**config.mk**
```make
export PLATFORM = sky130hd
export DESIGN_NAME = mem_dma_copier
export DESIGN_NICKNAME = d
export VERILOG_FILES = /design/src/rtl/mem_dma_pkg.sv /design/src/rtl/mem_bus_master.sv /design/src/rtl/mem_dma_copier.sv
export SDC_FILE = /design/constraint.sdc
export NUM_CORES = 1
export LEC_CHECK = 0
export BUFFER_PORTS_ARGS = -buffer_cell sky130_fd_sc_hd__buf_2
export CAP_MARGIN = 5
export CORE_UTILIZATION = 58
export CTS_BUF_LIST = sky130_fd_sc_hd__clkbuf_4 sky130_fd_sc_hd__clkbuf_8 sky130_fd_sc_hd__clkbuf_16
export DETAILED_ROUTE_END_ITERATION = 16
export PLACE_DENSITY = 0.94
export SLEW_MARGIN = 15
export SYNTH_ARGS = -nofsm -noshare
export SYNTH_HDL_FRONTEND = slang
export SYNTH_SLANG_ARGS = --single-unit
```
**constraint.sdc**
```tcl
create_clock -name clk -period 3.85 [get_ports clk]
set_input_delay 0.1925 -clock clk [delete_from_list [all_inputs] [get_ports clk]]
set_output_delay 0.1925 -clock clk [all_outputs]
set_load 0.1 [all_outputs]
```
**src/rtl/mem_dma_pkg.sv**
```systemverilog
// Shared types and constants for the memory-bus DMA copier and the benches
// and software headers that target its memory map.
package mem_dma_pkg;

  localparam int DEF_ADDR_W = 27;
  localparam int DEF_DATA_W = 32;
  localparam int DEF_LEN_W  = 16;

  localparam logic [DEF_ADDR_W-1:0] SDRAM_BASE    = 27'h000000;
  localparam logic [DEF_ADDR_W-1:0] SPIFLASH_BASE = 27'h800000;
  localparam logic [DEF_ADDR_W-1:0] VRAM32_BASE   = 27'hC00000;
  localparam logic [DEF_ADDR_W-1:0] VRAM8_BASE    = 27'hC00420;

  typedef enum logic [2:0] {
    S_IDLE    = 3'd0,
    S_RD_REQ  = 3'd1,
    S_RD_WAIT = 3'd2,
    S_WR_REQ  = 3'd3,
    S_WR_WAIT = 3'd4,
    S_FINISH  = 3'd5
  } dma_state_e;

endpackage

```
**src/rtl/mem_bus_master.sv**
```systemverilog
// Single-transaction initiator for the start/busy memory bus: latches a request,
// holds start until the responder has raised and then dropped busy.
module mem_bus_master
  import mem_dma_pkg::*;
#(
  parameter int ADDR_W = DEF_ADDR_W,
  parameter int DATA_W = DEF_DATA_W
) (
  input  logic              clk,
  input  logic              reset,
  input  logic              req,
  input  logic [ADDR_W-1:0] req_addr,
  input  logic [DATA_W-1:0] req_data,
  input  logic              req_we,
  output logic              ready,
  output logic              done,
  output logic [DATA_W-1:0] q,
  output logic [ADDR_W-1:0] bus_address,
  output logic [DATA_W-1:0] bus_data,
  output logic              bus_we,
  output logic              bus_start,
  input  logic              bus_busy,
  input  logic [DATA_W-1:0] bus_q
);

  localparam logic [1:0] PH_IDLE = 2'd0;
  localparam logic [1:0] PH_REQ  = 2'd1;
  localparam logic [1:0] PH_WAIT = 2'd2;

  logic [1:0] phase;

  assign ready = (phase == PH_IDLE);
  // Completion is seen in the same cycle busy is low, so the caller can capture q directly.
  assign done  = (phase == PH_WAIT) && !bus_busy;
  assign q     = bus_q;

  // NOTE: state registers use non-blocking assignments so every flop samples pre-edge values.
  always_ff @(posedge clk) begin
    if (reset) begin
      phase       <= PH_IDLE;
      bus_start   <= 1'b0;
      bus_we      <= 1'b0;
      bus_address <= '0;
      bus_data    <= '0;
    end else begin
      case (phase)
        PH_IDLE: if (req) begin
          phase       <= PH_REQ;
          bus_start   <= 1'b1;
          bus_address <= req_addr;
          bus_data    <= req_data;
          bus_we      <= req_we;
        end
        PH_REQ:  if (bus_busy) phase <= PH_WAIT;
        PH_WAIT: if (!bus_busy) begin
          phase     <= PH_IDLE;
          bus_start <= 1'b0;
          bus_we    <= 1'b0;
        end
        default: phase <= PH_IDLE;
      endcase
    end
  end

endmodule

```
**src/rtl/mem_dma_copier.sv**
```systemverilog
// Block copy DMA over the CPU memory bus: one read then one write per word.
// Define MEM_DMA_FILL_EN to add a fill mode that writes cfg_fill without reading.
module mem_dma_copier
  import mem_dma_pkg::*;
#(
  parameter int ADDR_W = DEF_ADDR_W,
  parameter int DATA_W = DEF_DATA_W,
  parameter int LEN_W  = DEF_LEN_W
) (
  input  logic              clk,
  input  logic              reset,
  input  logic [ADDR_W-1:0] cfg_src,
  input  logic [ADDR_W-1:0] cfg_dst,
  input  logic [LEN_W-1:0]  cfg_len,
  input  logic [DATA_W-1:0] cfg_fill,
  input  logic              cfg_fill_mode,
  input  logic              cfg_go,
  input  logic              cfg_abort,
  output logic              dma_busy,
  output logic              dma_done,
  output logic [LEN_W-1:0]  dma_remaining,
  output logic [ADDR_W-1:0] bus_address,
  output logic [DATA_W-1:0] bus_data,
  output logic              bus_we,
  output logic              bus_start,
  input  logic              bus_busy,
  input  logic [DATA_W-1:0] bus_q,
  input  logic              bus_initDone
);

  dma_state_e        state;
  logic [ADDR_W-1:0] src_q, dst_q;
  logic [DATA_W-1:0] data_q;
  logic              abort_pending, fill_mode_q;
  logic              go_ok, fill_sel;
  logic [DATA_W-1:0] fill_value;

  logic              mst_req, mst_ready, mst_done, mst_we;
  logic [ADDR_W-1:0] mst_addr;
  logic [DATA_W-1:0] mst_wdata, mst_q;

`ifdef MEM_DMA_FILL_EN
  assign fill_sel   = cfg_fill_mode;
  assign fill_value = cfg_fill;
`else
  assign fill_sel   = 1'b0;
  assign fill_value = '0;
`endif

  assign go_ok = cfg_go && bus_initDone;

  // The first request is issued straight from IDLE so start rises the cycle after go;
  // later requests wait in the REQ states until the master has dropped start.
  // NOTE: every always_comb output gets a default first so no latch is inferred.
  always_comb begin
    mst_req   = 1'b0;
    mst_addr  = src_q;
    mst_wdata = data_q;
    mst_we    = 1'b0;
    case (state)
      S_IDLE: begin
        mst_req   = go_ok && (cfg_len != '0);
        mst_addr  = fill_sel ? cfg_dst : cfg_src;
        mst_wdata = fill_value;
        mst_we    = fill_sel;
      end
      S_RD_REQ: mst_req = mst_ready;
      S_WR_REQ: begin
        mst_req  = mst_ready;
        mst_addr = dst_q;
        mst_we   = 1'b1;
      end
      default: ;
    endcase
  end

  always_ff @(posedge clk) begin
    if (reset) begin
      state         <= S_IDLE;
      dma_busy      <= 1'b0;
      dma_done      <= 1'b0;
      dma_remaining <= '0;
      abort_pending <= 1'b0;
      fill_mode_q   <= 1'b0;
      src_q         <= '0;
      dst_q         <= '0;
      data_q        <= '0;
    end else begin
      dma_done <= 1'b0;
      if (state != S_IDLE && cfg_abort) abort_pending <= 1'b1;
      case (state)
        S_IDLE: if (go_ok) begin
          src_q         <= cfg_src;
          dst_q         <= cfg_dst;
          dma_remaining <= cfg_len;
          dma_busy      <= 1'b1;
          fill_mode_q   <= fill_sel;
          data_q        <= fill_value;
          if (cfg_len == '0)  state <= S_FINISH;
          else if (fill_sel)  state <= S_WR_REQ;
          else                state <= S_RD_REQ;
        end
        S_RD_REQ:  if (!mst_ready && bus_busy) state <= S_RD_WAIT;
        S_RD_WAIT: if (mst_done) begin
          data_q <= mst_q;
          state  <= S_WR_REQ;
        end
        S_WR_REQ:  if (!mst_ready && bus_busy) state <= S_WR_WAIT;
        S_WR_WAIT: if (mst_done) begin
          dma_remaining <= dma_remaining - LEN_W'(1);
          src_q         <= src_q + ADDR_W'(1);
          dst_q         <= dst_q + ADDR_W'(1);
          // An abort arriving in this very cycle also ends the block here.
          if (dma_remaining == LEN_W'(1) || abort_pending || cfg_abort) state <= S_FINISH;
          else if (fill_mode_q) state <= S_WR_REQ;
          else                  state <= S_RD_REQ;
        end
        S_FINISH: begin
          dma_done      <= 1'b1;
          dma_busy      <= 1'b0;
          abort_pending <= 1'b0;
          state         <= S_IDLE;
        end
        default: state <= S_IDLE;
      endcase
    end
  end

  mem_bus_master #(
    .ADDR_W (ADDR_W),
    .DATA_W (DATA_W)
  ) u_master (
    .clk         (clk),
    .reset       (reset),
    .req         (mst_req),
    .req_addr    (mst_addr),
    .req_data    (mst_wdata),
    .req_we      (mst_we),
    .ready       (mst_ready),
    .done        (mst_done),
    .q           (mst_q),
    .bus_address (bus_address),
    .bus_data    (bus_data),
    .bus_we      (bus_we),
    .bus_start   (bus_start),
    .bus_busy    (bus_busy),
    .bus_q       (bus_q)
  );

endmodule

```
# == Word level (Yosys, flattened, before mapping) ==
# Cells that the tools add are included.
# totals
ff_bits,171
inputBits,141
output_inout_bits,79
elab_cells,95
# classes
addsub,3
eq_ne,16
n_mux,36
n_reduce_logical,27
# op_table
cell,count
27-bit case mux with 2 select lines,3
27-bit 2-to-1 mux,4
32-bit 2-to-1 mux,3
32-bit case mux with 2 select lines,1
27-bit by 1-bit adder with 27-bit output (second input constant),2
16-bit 2-to-1 mux,2
16-bit case mux with 2 select lines,1
3-bit 2-to-1 mux,7
16-bit by 1-bit == test with 1-bit output (second input constant),1
16-bit zero test,1
2-bit != test (second input constant),8
16-bit nonzero test,1
16-bit by 1-bit subtractor with 16-bit output (second input constant),1
3-bit case mux with 5 select lines,1
3-bit AND reduction,4
1-bit case mux with 2 select lines,4
2-bit nonzero test,4
3-bit by 2-bit == test with 1-bit output (second input constant),2
3-bit == test (second input constant),2
1-bit 2-to-1 mux,6
2-bit 2-to-1 mux,3
2-bit case mux with 3 select lines,1
1-bit logical AND,5
5-bit AND reduction,1
other kinds (10),14

# == Logic depth before layout (Yosys ltp) ==
# depth
depth_word,6
depth_mapped,9
ltp_nobuf,7

# == Modules after synthesis ==
# A second synthesis with hierarchy kept.
# hier_totals
hier_cells,1261
hier_area_um2,9227.6
# modules_own_cells
module,instances,cells_each,area_per_inst_um2,seq_area_each_um2
mem_dma_copier,1,954,6703.9,2162.1
mem_bus_master,1,307,2523.7,1261.2

# == Worst setup path before layout ==
# Ideal clock, no wire load.
# synth_timing
kind,register -> register
from,reg dma_remaining[0]
to,reg dma_remaining[12]
setup_ns,0.132
arrival_ns,2.322
required_ns,3.718
path_slack_ns,1.396
path_stages_with_launch,8
n_path_buf,0
period_less_slack_ns,2.454
path_cell_list,dfxtp_1 inv_1 ha_1 or4b_2 nor4_1 a21oi_1 o21ai_0 a21oi_1
# synth_between
elab_chain_len,3
# synth_rtl
item,line_no,rtl
start: declaration,mem_dma_copier.sv:21,"output logic [LEN_W-1:0] dma_remaining,"
start signal: assignment,mem_dma_copier.sv:95,dma_remaining <= cfg_len;
start signal: assignment,mem_dma_copier.sv:110,dma_remaining <= dma_remaining - LEN_W'(1);
16-bit by 1-bit subtractor with 16-bit output,mem_dma_copier.sv:110,
16-bit 2-to-1 mux,mem_dma_copier.sv:109,S_WR_WAIT: if (mst_done) begin
16-bit case mux with 2 select lines,mem_dma_copier.sv:91,case (state)
# No other way between the ends. The select of a mux whose other input is x is not followed.
# A chain may end at the register's enable or synchronous reset.

# == Final worst setup path ==
# layout_timing
from,reg state[2]
to,reg u_master.bus_data[9]
# layout_between
elab_chain_len,4
word_cells_on_any_way,7
classes_between,2 x eq/ne; 2 x mux; 3 x reduce/logical
# layout_rtl
item,line_no,rtl
start: declaration,mem_dma_copier.sv:31,dma_state_e state;
start signal: assignment,mem_dma_copier.sv:79,state <= S_IDLE;
start signal: assignment,mem_dma_copier.sv:99,if (cfg_len == '0) state <= S_FINISH;
start signal: assignment,mem_dma_copier.sv:100,else if (fill_sel) state <= S_WR_REQ;
3-bit by 2-bit == test with 1-bit output / 3-bit by 1-bit == test with 1-bit output (equally long branches),mem_dma_copier.sv:60,case (state)
2-bit OR reduction (no line),-,
1-bit case mux with 2 select lines,mem_dma_copier.sv:60,
2-bit AND reduction (no line),-,
end signal: assignment,mem_bus_master.sv:51,bus_data <= req_data;
end: declaration,mem_bus_master.sv:19,"output logic [DATA_W-1:0] bus_data,"
# Several ways; a longest one is shown, not always the timed one.

==> impl_metrics.env <==
export IMPL_yosys_area_top_type="dfxtp_1"
export IMPL_setup_tns_final_ns=0
export IMPL_max_freq_mhz=341
export IMPL_drt_iter0_drc=1607
export IMPL_syn2layout_area_growth_pct=18.9
export IMPL_routed_wl_um=27700
export IMPL_yosys_most_used_dff="dfxtp_1"
export IMPL_async_reset_ff_share_pct=0
export IMPL_fp_coreArea_um2=14100
export IMPL_critPathMaxStageDelay_ns=0.60
export IMPL_syn_cell_area_um2=8510
export IMPL_cp_cell_sequence="or3_1 -> nor2_2 -> a31o_2 -> buf_4 -> nand3_1 -> o21ai_0"
export IMPL_dp_hpwl_um=18000
export IMPL_drive_above_1_share_pct=21.0
export IMPL_ant_nets=0
export IMPL_final_cells=1399
export IMPL_peakVddDrop_mv=0.330
export IMPL_die_h_um=123
export IMPL_ys_seq_area_share_pct=40.2
export IMPL_viasPerCell=6.79
export IMPL_cts_made_buffers=17
export IMPL_tightest_slew_ns=1.19
export IMPL_arrival_ns=3.27
export IMPL_drc_errors=0
export IMPL_avgSynthCellArea_um2=7.94
export IMPL_fin_hold_ws_ns=0.00802
export IMPL_p_leak_nw=3.93
export IMPL_clk_latency_ns=0.44
export IMPL_wl_met2_um=12700
export IMPL_required_ns=4.19
export IMPL_setup_worst_path_class="register to register"
export IMPL_grt_max_degree=66
export IMPL_ctsRootBufferMaster="clkbuf_16"
export IMPL_die_area_um2=15200
export IMPL_cp_top_family="simple AND/OR/NAND/NOR gates"
export IMPL_regArea_um2=3420
export IMPL_h_tree_depth=4
export IMPL_maxSlewHeadroom_pct=20.8
export IMPL_min_period_ns=2.93
export IMPL_worstSetupEndpointType="register"
export IMPL_crit_fanout=65
export IMPL_period_share_pct=76.2
export IMPL_dp_cells=1360
export IMPL_grt_pass1_vias=8508
export IMPL_syn_inst=1072
export IMPL_layout_nets=1351
export IMPL_grt_setup_unrepaired="false"
export IMPL_crit_buf_inv=1
export IMPL_placementRows=43
export IMPL_overflow=0
export IMPL_vias=9495
export IMPL_cts_resized=0
export IMPL_ys_ff_latch=171
export IMPL_boundaryPins=220
export IMPL_start_util_pct=60.4
export IMPL_routedWlPerCell_um=19.8
export IMPL_layout_commonest_cell="buf_2"
export IMPL_skew_ns=0.00783
export IMPL_ys_top_cells_by_area="dfxtp_1 (40%), nand2_1 (5.6%), a21oi_1 (5.1%)"
export IMPL_syn_nets=1217
export IMPL_slew_violations=0
export IMPL_grt_util_all_layers_pct=36.1
export IMPL_io_buffers=186
export IMPL_r2r_setup_slack_ns=0.92
export IMPL_wl_met3_um=3320
export IMPL_path_clk_slew_ns=0.07
export IMPL_finalSetupViolations=0
export IMPL_status="finished clean"
export IMPL_clock_sinks=171
export IMPL_multiInputGateArea_um2=4680
export IMPL_num_fill_cells=1067
export IMPL_antennaDiodeCount=0
export IMPL_hold_violations=0
export IMPL_met1_length_um=10400
export IMPL_cts_buffer_depth=2
export IMPL_dr_max_layer_used="met4"
export IMPL_hold_class="input port to register"
export IMPL_synth_edf_count=0
export IMPL_synth_warnings=0
export IMPL_maxCapViolCount=0
export IMPL_firstDrtPassIters=8
export IMPL_synthDominantCellAreaShare_pct=40.2
export IMPL_slowest_stage="a31o_2"
export IMPL_synth_cell_type_count=71
export IMPL_grt_pass1_wl_um=42700
export IMPL_start_kind="register"
export IMPL_tritoncts="yes"
export IMPL_layout_common_cells="buf_2 (185), dfxtp_1 (171), nand2_1 (128)"
export IMPL_gp_congestion=0.954
export IMPL_power_density_nw_per_um2=461
export IMPL_dieWidth_um=123
export IMPL_grt_antenna_before_repair=0
[cells by family after synthesis]
| logic type | synth area share (%) |
|---|---|
| AO/OA/AOI/OAI | 29.3 |
| XOR/XNOR | 0.103 |
| adder cells (fa/ha/maj) | 0.588 |
| buffers and inverters | 5.20 |
| flip-flops | 40.2 |
| multiplexers | 0.706 |
| AND/OR/NAND/NOR | 23.9 |
[power by group]
| part | leakage, nW | switching (W) | internal, W |
|---|---|---|---|
| logic | 2.24 | 0.000678 | 0.000243 |
| clock network | 0.298 | 0.000839 | 0.000943 |
| registers | 1.39 | 0.000105 | 0.00185 |
[registers in the layout, indices dropped and copies added, names as in the netlist]
| name | cells |
|---|---|
| u_master.bus_we | 1 |
| dma_done | 1 |
| src_q | 27 |
| u_master.bus_data | 32 |
| dma_busy | 1 |
| state | 3 |
| u_master.bus_start | 1 |
| data_q | 32 |
| dst_q | 27 |
| dma_remaining | 16 |
| abort_pending | 1 |
| u_master.bus_address | 27 |
| u_master.phase | 2 |
[per-layer routing]
metal  track usage (%)  vias up
met3              8.76      126
met5                 0        -
li1                  -     4298
met1              45.4     4391
met4              19.6        0
met2              56.7      680
[timing repair]
item / CTS / global route
hold buffers: 7 / 0
hold endpoints to repair: 7 / 0
setup buffers: 0 / 0
[worst reg2reg max path, stage by stage, from the launching register on]
cell,delay [ns]
dfxtp_1,0.50
or3_1,0.48
nor2_2,0.28
a31o_2,0.60
buf_4,0.60
nand3_1,0.22
o21ai_0,0.16
[Yosys cell counts (3+ instances only)]
cell type  instances
o32ai_1            3
o211ai_1           4
nand2_1          128
buf_2             24
o22a_1            27
o31ai_1            9
nor4_1            14
a22oi_1           36
mux2i_1            6
o22ai_1           10
a32o_1            10
nand3b_1           3
a31oi_1           11
clkbuf_1          58
o21ai_0           82
and4_1             7
o221ai_1          31
inv_1              8
a311oi_1           8
a2bb2oi_1          3
a211oi_1          11
nor2_1            94
and2_1            10
or3_1              8
and3_1            14
dfxtp_1          171
ha_1               4
buf_4              4
nand3_1           62
a21oi_1           87
buf_1              8
nand4_1           21
a21o_1             6
nor3_1            28
a22o_1             6
and2_0             4
o21a_1             5
[per-stage QoR]
step | worst slack (ns) | instance area [um2] | util (%) | power (W)
after floorplan | 1.40 | 8510 | - | 0.00266
after global placement | 1.19 | 9430 | 66.9 | 0.00287
after detailed placement | 1.09 | 9430 | 66.9 | 0.00289
after CTS | 1.10 | 10100 | 71.8 | 0.00466
after global routing | 0.760 | 10100 | 71.8 | 0.00480
final | 0.917 | 10100 | 71.8 | 0.00466
[path summary, 6_finish.rpt]
| kind | end | depth (start not counted) | from |
|---|---|---|---|
| setup / recovery | u_master.bus_data[9] | 6 | state[2] |
| hold / removal | data_q[25] | 3 | bus_q[25] |
| setup reg to reg | u_master.bus_data[9] | 6 | state[2] |
| hold reg to reg | u_master.bus_address[19] | 2 | u_master.bus_address[19] |
[cell type report]
type	instances	share of cell area, %
clock buffers	17	4.20
well taps	180	2.22
repair buffers	210	11.2
multi-input cells	797	46.3
flip-flops and latches	171	33.8
clock inverters	15	1.98
inverters	9	0.334
Power figures use the tool's default switching activity.
